===== config.mk =====
export PLATFORM = sky130hd
export DESIGN_NAME = mem_stage
export DESIGN_NICKNAME = d
export VERILOG_FILES = /design/src/rtl/riscv_pkg.sv /design/src/rtl/mem_stage_load_align.sv /design/src/rtl/mem_stage.sv
export SDC_FILE = /design/constraint.sdc
export NUM_CORES = 1
export LEC_CHECK = 0
export ABC_CLOCK_PERIOD_IN_PS = 6100
export CORE_MARGIN = 2
export CORE_UTILIZATION = 44
export CTS_BUF_LIST = sky130_fd_sc_hd__clkbuf_16
export CTS_CLUSTER_DIAMETER = 120
export DETAILED_ROUTE_END_ITERATION = 10
export HOLD_SLACK_MARGIN = 0.03
export PLACE_DENSITY = 0.95
export SYNTH_ARGS = -nofsm -noshare
export SYNTH_HDL_FRONTEND = slang
export SYNTH_SLANG_ARGS = --single-unit
export TNS_END_PERCENT = 50

===== constraint.sdc =====
create_clock -name clk -period 6.1 [get_ports clk]
set_input_delay 0.915 -clock clk [delete_from_list [all_inputs] [get_ports clk]]
set_output_delay 0.915 -clock clk [all_outputs]
set_load 0.005 [all_outputs]

===== src/rtl/riscv_pkg.sv =====
// Shared bus layouts, widths, access-size encodings and FSM states for the memory stage.
// Latency: none (types and pure functions only).
// Backpressure: not applicable.
package riscv_pkg;

    localparam int EX_MEM_W = 108;
    localparam int MEM_WB_W = 70;
    localparam int FWD_W    = 39;

    localparam logic [1:0] SIZE_BYTE = 2'b00;
    localparam logic [1:0] SIZE_HALF = 2'b01;
    localparam logic [1:0] SIZE_WORD = 2'b10;

    typedef enum logic [1:0] {
        ST_IDLE = 2'd0,
        ST_PASS = 2'd1,
        ST_MEM  = 2'd2
    } mem_state_t;

    typedef struct packed {
        logic        valid;
        logic [4:0]  rd;
        logic        rd_wen;
        logic        mem_ren;
        logic        mem_wen;
        logic [1:0]  mem_size;
        logic        mem_unsigned;
        logic [31:0] alu_result;
        logic [31:0] store_data;
        logic [31:0] pc;
    } ex_mem_t;

    typedef struct packed {
        logic [4:0]  rd;
        logic        rd_wen;
        logic [31:0] wb_data;
        logic [31:0] pc;
    } mem_wb_t;

    typedef struct packed {
        logic        load_pending;
        logic [4:0]  rd;
        logic        rd_wen;
        logic [31:0] data;
    } fwd_t;

    // Size 11 behaves as a word access everywhere, so it shares the word rule.
    function automatic logic is_misaligned(input logic [1:0] size, input logic [1:0] addr_lo);
        logic mis;
        case (size)
            SIZE_BYTE: mis = 1'b0;
            SIZE_HALF: mis = addr_lo[0];
            default:   mis = |addr_lo;
        endcase
        return mis;
    endfunction

endpackage


===== src/rtl/mem_stage_load_align.sv =====
// Selects and extends the addressed byte/half/word from a 32-bit memory read.
// Latency: purely combinational.
// Backpressure: none; output follows inputs.
module load_align
    import riscv_pkg::*;
(
    input  logic [31:0] rdata,
    input  logic [1:0]  addr_lo,
    input  logic [1:0]  size,
    input  logic        is_unsigned,
    output logic [31:0] result
);

    logic [7:0]  byte_sel;
    logic [15:0] half_sel;

    // Pick the addressed lane, then zero- or sign-extend it to 32 bits.
    always_comb begin
        byte_sel = 8'h00;
        half_sel = addr_lo[1] ? rdata[31:16] : rdata[15:0];
        case (addr_lo)
            2'd0:    byte_sel = rdata[7:0];
            2'd1:    byte_sel = rdata[15:8];
            2'd2:    byte_sel = rdata[23:16];
            default: byte_sel = rdata[31:24];
        endcase
        case (size)
            SIZE_BYTE: result = {{24{byte_sel[7] & ~is_unsigned}}, byte_sel};
            SIZE_HALF: result = {{16{half_sel[15] & ~is_unsigned}}, half_sel};
            default:   result = rdata;
        endcase
    end

endmodule


===== src/rtl/mem_stage.sv =====
// Memory-access stage: holds one EX->MEM instruction, runs its data-memory access, emits one MEM->WB beat.
// Latency: non-memory op beats 1 cycle after capture; memory op beats in the ack cycle (earliest 1 cycle after capture).
// Backpressure: mem_allowin drops while a request is outstanding and rises combinationally with dmem_ack.
module mem_stage
    import riscv_pkg::*;
(
    input  logic                clk,
    input  logic                rst,
    input  logic [EX_MEM_W-1:0] ex_mem_bus_in,
    output logic                mem_allowin,
    output logic [MEM_WB_W-1:0] mem_wb_bus_out,
    output logic [FWD_W-1:0]    fwd_bus_out,
    output logic                dmem_req,
    output logic                dmem_we,
    output logic [31:0]         dmem_addr,
    output logic [3:0]          dmem_wstrb,
    output logic [31:0]         dmem_wdata,
    input  logic                dmem_ack,
    input  logic [31:0]         dmem_rdata,
    output logic                misalign_err
);

    ex_mem_t    in_bus;
    ex_mem_t    r_q;
    logic       mis_q;
    mem_state_t state_q;
    mem_state_t state_d;

    logic       in_mem_op;
    logic       in_mis;
    logic       r_is_load;
    logic [31:0] ld_data;
    logic [3:0]  st_strb;
    logic [31:0] st_data;
    mem_wb_t     beat;
    fwd_t        fwd;

    assign in_bus    = ex_mem_bus_in;
    assign in_mem_op = in_bus.mem_ren | in_bus.mem_wen;
    assign in_mis    = in_mem_op & is_misaligned(in_bus.mem_size, in_bus.alu_result[1:0]);
    // A write bit wins if both are set, so a combined op never writes back.
    assign r_is_load = r_q.mem_ren & ~r_q.mem_wen;

    load_align u_load_align (
        .rdata       (dmem_rdata),
        .addr_lo     (r_q.alu_result[1:0]),
        .size        (r_q.mem_size),
        .is_unsigned (r_q.mem_unsigned),
        .result      (ld_data)
    );

    // Classify the incoming instruction whenever EX is allowed to hand one over.
    always_comb begin
        state_d = state_q;
        if (mem_allowin) begin
            if (!in_bus.valid) begin
                state_d = ST_IDLE;
            end else if (in_mem_op && !in_mis) begin
                state_d = ST_MEM;
            end else begin
                state_d = ST_PASS;
            end
        end
    end

    // Stage register and state; an empty slot is held as all-zero.
    always_ff @(posedge clk) begin
        if (rst) begin
            state_q <= ST_IDLE;
            r_q     <= '0;
            mis_q   <= 1'b0;
        end else begin
            state_q <= state_d;
            if (mem_allowin) begin
                r_q   <= in_bus.valid ? in_bus : '0;
                mis_q <= in_bus.valid & in_mis;
            end
        end
    end

    // Store lane strobes and replicated write data, derived from the held instruction.
    always_comb begin
        case (r_q.mem_size)
            SIZE_BYTE: begin
                st_strb = 4'b0001 << r_q.alu_result[1:0];
                st_data = {4{r_q.store_data[7:0]}};
            end
            SIZE_HALF: begin
                st_strb = r_q.alu_result[1] ? 4'b1100 : 4'b0011;
                st_data = {2{r_q.store_data[15:0]}};
            end
            default: begin
                st_strb = 4'b1111;
                st_data = r_q.store_data;
            end
        endcase
    end

    // Per-state outputs: writeback beat, forwarding view, memory request, handshake.
    always_comb begin
        mem_allowin  = 1'b0;
        dmem_req     = 1'b0;
        dmem_we      = 1'b0;
        dmem_addr    = 32'h0;
        dmem_wstrb   = 4'h0;
        dmem_wdata   = 32'h0;
        misalign_err = 1'b0;
        beat         = '0;
        fwd          = '0;
        case (state_q)
            ST_IDLE: begin
                mem_allowin = 1'b1;
            end
            ST_PASS: begin
                mem_allowin = 1'b1;
                beat.rd     = r_q.rd;
                beat.pc     = r_q.pc;
                if (mis_q) begin
                    misalign_err = 1'b1;
                end else begin
                    beat.rd_wen  = r_q.rd_wen;
                    beat.wb_data = r_q.alu_result;
                end
                fwd.rd     = beat.rd;
                fwd.rd_wen = beat.rd_wen;
                fwd.data   = beat.wb_data;
            end
            ST_MEM: begin
                mem_allowin = dmem_ack;
                // MEM is only ever entered with a valid instruction held.
                dmem_req    = r_q.valid;
                dmem_we     = r_q.mem_wen;
                dmem_addr   = {r_q.alu_result[31:2], 2'b00};
                if (r_q.mem_wen) begin
                    dmem_wstrb = st_strb;
                    dmem_wdata = st_data;
                end
                if (dmem_ack) begin
                    beat.rd = r_q.rd;
                    beat.pc = r_q.pc;
                    if (r_is_load) begin
                        beat.rd_wen  = r_q.rd_wen;
                        beat.wb_data = ld_data;
                    end
                end
                fwd.load_pending = r_is_load & ~dmem_ack;
                fwd.rd           = r_q.rd;
                fwd.rd_wen       = r_is_load & r_q.rd_wen;
                fwd.data         = beat.wb_data;
            end
            default: begin
                mem_allowin = 1'b1;
            end
        endcase
    end

    assign mem_wb_bus_out = beat;
    assign fwd_bus_out    = fwd;

endmodule


== Word-level counts from Yosys, hierarchy flattened ==
Index checks and enable logic that the tools add are counted.

* Bitwise operators: 11
* Mux-type cells: 26
* Shift-type cells: 1
* Reduce and logical (&&, ||, !) cells: 6
* Equal/unequal tests: 6

{| class="wikitable"
|+ Operator list
! cell !! number
|-
| case mux 70 bit (2 select lines) || 1
|-
| case mux 32 bit (2 select lines) || 2
|-
| 2-to-1 mux 108 bit || 1
|-
| 2-to-1 mux 32 bit || 3
|-
| case mux 38 bit (2 select lines) || 1
|-
| 2-to-1 mux 70 bit || 1
|-
| 2-to-1 mux 33 bit || 2
|-
| case mux 8 bit (3 select lines) || 1
|-
| 2-to-1 mux 16 bit || 1
|-
| 2-to-1 mux 4 bit || 3
|-
| equality test 2 x 1 -> 1 bit, second input constant || 4
|-
| case mux 4 bit (2 select lines) || 1
|-
| AND 1 bit || 7
|-
| logical NOT 2 bit || 3
|-
| 2-to-1 mux 1 bit || 6
|-
| equality test 2 bit, second input constant || 2
|-
| 2-to-1 mux 2 bit || 2
|-
| left shift 1 x 2 -> 4 bit, first input constant || 1
|-
| inverter 1 bit || 3
|-
| case mux 1 bit (2 select lines) || 1
|-
| OR reduction 2 bit || 1
|-
| logical AND 1 bit || 1
|-
| logical NOT 1 bit || 1
|-
| OR 1 bit || 1
|}

* Logic and storage cells: 62
* Register bits after elaboration: 111
* Output and inout bits: 181
* Bits of input ports: 143

== Longest topological paths before layout ==
* Depth in word-level cells: 7
* Mapped depth: 10

== Cells and area by module ==
Synthesis repeated with hierarchy kept, for this count alone.

* Cells, all modules: 877
* Area, all modules: 7,196.9 um^2

{| class="wikitable"
|+ By module, submodules not included
! module !! cells each !! times used !! seq. area each (um^2) !! area each (um^2)
|-
| mem_stage || 762 || 1 || 2,222.1 || 6,351.1
|-
| load_align || 115 || 1 || 0.0 || 845.8
|}

== Worst setup path after synthesis ==
Ideal clock, no wire load.

* Path type: in2out
* From: input dmem_ack
* To: output mem_wb_bus_out[33]
* Data required time: 5.185 ns
* Stages on the path: 6
* Setup slack: 3.306 ns
* Arrival: 1.879 ns
* Buffers on the path: 2
* Cells stage by stage: nand4b_4 or2_0 buf_2 nor2_4 a221o_1 buf_4

* Word-level cells in the longest chain between the ends: 2

{| class="wikitable"
|+ RTL lines
! what !! RTL line !! RTL
|-
| start, declared || mem_stage.sv:18 || <nowiki>input logic dmem_ack,</nowiki>
|-
| 2-to-1 mux 70 bit || mem_stage.sv:138 || <nowiki>if (dmem_ack) begin</nowiki>
|-
| case mux 70 bit (2 select lines) || mem_stage.sv:110 || <nowiki>case (state_q)</nowiki>
|-
| end, declared || mem_stage.sv:11 || <nowiki>output logic [MEM_WB_W-1:0] mem_wb_bus_out,</nowiki>
|}

Every way passes these cells.

== Worst setup path in the final report ==
* From: register state_q[0]
* To: output dmem_wdata[15]

* Word-level cells in the longest chain between the ends: 2

{| class="wikitable"
|+ RTL lines
! what !! RTL line !! RTL
|-
| start, declared || mem_stage.sv:26 || <nowiki>mem_state_t state_q;</nowiki>
|-
| start signal, assigned || mem_stage.sv:73 || <nowiki>state_q <= state_d;</nowiki>
|-
| equality test 2 bit || mem_stage.sv:110 ||
|-
| 2-to-1 mux 32 bit || mem_stage.sv:110 ||
|-
| end, declared || mem_stage.sv:17 || <nowiki>output logic [31:0] dmem_wdata,</nowiki>
|}

Every way passes these cells.

==> impl_results.md <==
* Status: completed
* DRC at 0
* Max Cap Viol at 0
* Yosys warning count at 0
* Worst Path Max Fanout at 30
* H-tree Lvls at 3
* GPL Wtd Cong at ~0.9
* Slew Viols, Final at 0
* Dpl cells at 1279
* PostCTS Resize Cnt at 0
* Die H at around 130 um
* Worst Skew at around 6.5 ps
* Fmax at 227.4 MHz
* Area of the die at 15920 um2
* Clk Latency, worst-skew pair at 350 ps
* EDFF count, synth at 0
* Final wirelength at 24400 um
* Multi-input logic area at around 3600 um2
* Die X at 126.2 um
* Synthesized netlist cell count at 883
* Overall Global Routing Usage at 29.03%
* NumNets Final at about 1300
* Startpoint Class: flop
* Worst-path clk slew at 80 ps
* Area after DPL at slightly above 9000 um2
* First-pass GRT wire length at about 37000 um
* Non-Filler Cell Area, Final at 9599 um2
* Worst hold start: r_q[27]
* Largest net degree at the start of global routing at 113
* Pleak at 3.362 nW
* Pwr dens at 171.4 nW/um2
* Pre-CTS WS at approximately 2000 ps
* Number of port buffers at about 320
* R2R Path Start: state_q[0]
* Vias in the first global route at around 6800
* Final Hold Viols at 0
* Max IR drop VDD at ~150 uV
* Antenna cell count at 0
* Fillers at 1181
* Post-route setup slack at 1703 ps
* Starting DRT DRC Count at 721
* Ys flop type: dfxtp_1
* Gr ovfl total at 0
* Ys async rst share at 0%
* Crit. Startpoint: state_q[0]
* Vias at 7312
* Yosys reg bits at 111
* Data required, critical path at 5180 ps
* CORE AREA at about 15000 um2
* # IOs at 324
* Initial antenna violation count at 0
* Cell Rows at 44
* Hold Slack at 448.8 ps
* Final Setup Violations at 0
* Arr. time, crit path at 3480 ps
* Post-CTS Setup Bufs at 0
* Netlist cell types at 46
* Post-Route Utilization at between 60% and 70%
* Netlist Area Pre-Place at around 6600 um2
* Clk buf depth at 2
* Seq/Total Area, Yosys at roughly 34%
* Wire per inst at 18.84 um
* Hold/Removal Path Class: flop to flop
* Vias per std cell at 5.646
* CTS tree: built
* Worst slew pin tran at 1236 ps
* Layout cells sized above 1 at 5.761%
* Clock root buffer: clkbuf_16
* CTS buffer count at 9
* Clock sinks at 111
* Post-route ant nets at 0
* Fin Setup TNS at 0 ps
* Hold buffers post-CTS at 0
* Critical Path Sink Type: output port
* Tcrit/Tclk final at 72.08%
* Pwr Total at 1.645 mW
* Crit path time final at 4397 ps
* Avg Inst Size Synth at 7.439 um2
* Post-Layout Cell Count at 1295
* Flip-flop and latch area at around 2200 um2
* Layout area overhead at 46.13%
* Initial Utilization at 45.20%
* First-pass detailed-route iteration total at 6
* WS Path Type: flop to output port
* RSZ-0062 raised after global routing: false
* Slew HR at between 10% and 20%
* Hpwl dp at roughly 17000 um
## layer usage
| metal | up-vias | global-route usage, % | part of all wire, % |
|---|---|---|---|
| met5 | - | 0 | 0 |
| li1 | 3412 | - | - |
| met2 | 434 | 50.00 | 50 |
| met4 | 0 | 14.61 | 4.5 |
| met3 | 81 | 6.669 | 8.9 |
| met1 | 3385 | 33.78 | 37 |
## critical path, stage by stage, from the launching register on
cell	delay (ps)
dfxtp_1	330
inv_1	60
ha_1	800
buf_4	360
nand2_1	610
a21oi_1	390
clkdlybuf4s50_1	550
## final timing paths
| check | to | slack (ps) | depth (start not counted) |
|---|---|---|---|
| worst min-delay path | r_q[27] | 450 | 2 |
| worst max-delay path | dmem_wdata[15] | 1700 | 6 |
| worst max register to register | state_q[0] | 2850 | 8 |
| worst min register to register | r_q[27] | 450 | 2 |
## report_power, final
part	internal, mW	switching [mW]
logic	0.142	0.130
registers	0.757	0.0318
clock network	0.287	0.299
total	1.19	0.460
## layout make-up
class	instances	area share, %
repair buffers	327	33.89
inverters	7	0.2868
flip-flops and latches	111	23.16
well taps	184	2.398
multi-input cells	650	37.27
clock buffers	9	2.346
clock inverters	7	0.6517
## flip-flops by register name (all words and copies together), names as in the netlist
register and flops:
r_q 108, state_q 2, mis_q 1
## cell families (layout without fill, tap and decap cells)
logic type / after synthesis / in the layout / share of synthesized area [%]
adders and majority gates: 2 / 2 / 0.3809
other: 1 / 2 / 0.05709
AOI/OAI and AO/OA: 214 / 214 / 19.83
muxes: 25 / 25 / 4.171
and+or+nand+nor: 407 / 407 / 29.81
DFF: 111 / 111 / 33.83
buffers and inverters: 123 / 350 / 11.92
## cells in the mapped netlist (3+ instances only)
master,number,area (um2)
nand2_1,154,578.1
a21oi_1,149,745.7
dfxtp_1,111,2222
nand3_1,107,535.5
and2_1,74,462.9
nor2_1,47,176.4
buf_4,36,270.3
clkbuf_1,34,127.6
buf_2,23,115.1
buf_6,17,191.4
mux2i_1,17,170.2
o21ai_0,17,85.08
o21ai_2,10,87.58
a22oi_1,8,60.06
a22oi_2,8,100.1
and3_1,8,50.05
a32oi_1,7,61.31
a221o_1,6,60.06
inv_1,6,22.52
mux2_2,4,45.04
buf_1,3,11.26
clkbuf_8,3,41.29
mux2_4,3,45.04
nand2b_1,3,18.77
nor2b_1,3,18.77
nor3b_1,3,22.52
## cells in the final DEF, fill, tap and decap left out, types with 3 or more instances in the layout
cell	n
clkdlybuf4s50_1	319
nand2_1	154
a21oi_1	149
dfxtp_1	110
nand3_1	107
and2_1	74
nor2_1	46
mux2i_1	17
o21ai_0	17
o21ai_2	10
clkbuf_16	9
a22oi_2	8
a22oi_1	8
and3_1	8
buf_4	8
a32oi_1	7
inv_1	6
a221o_1	6
mux2_2	4
nand2b_1	3
mux2_4	3
nor3b_1	3
inv_6	3
Note: power is estimated with default switching activity, not from simulation.
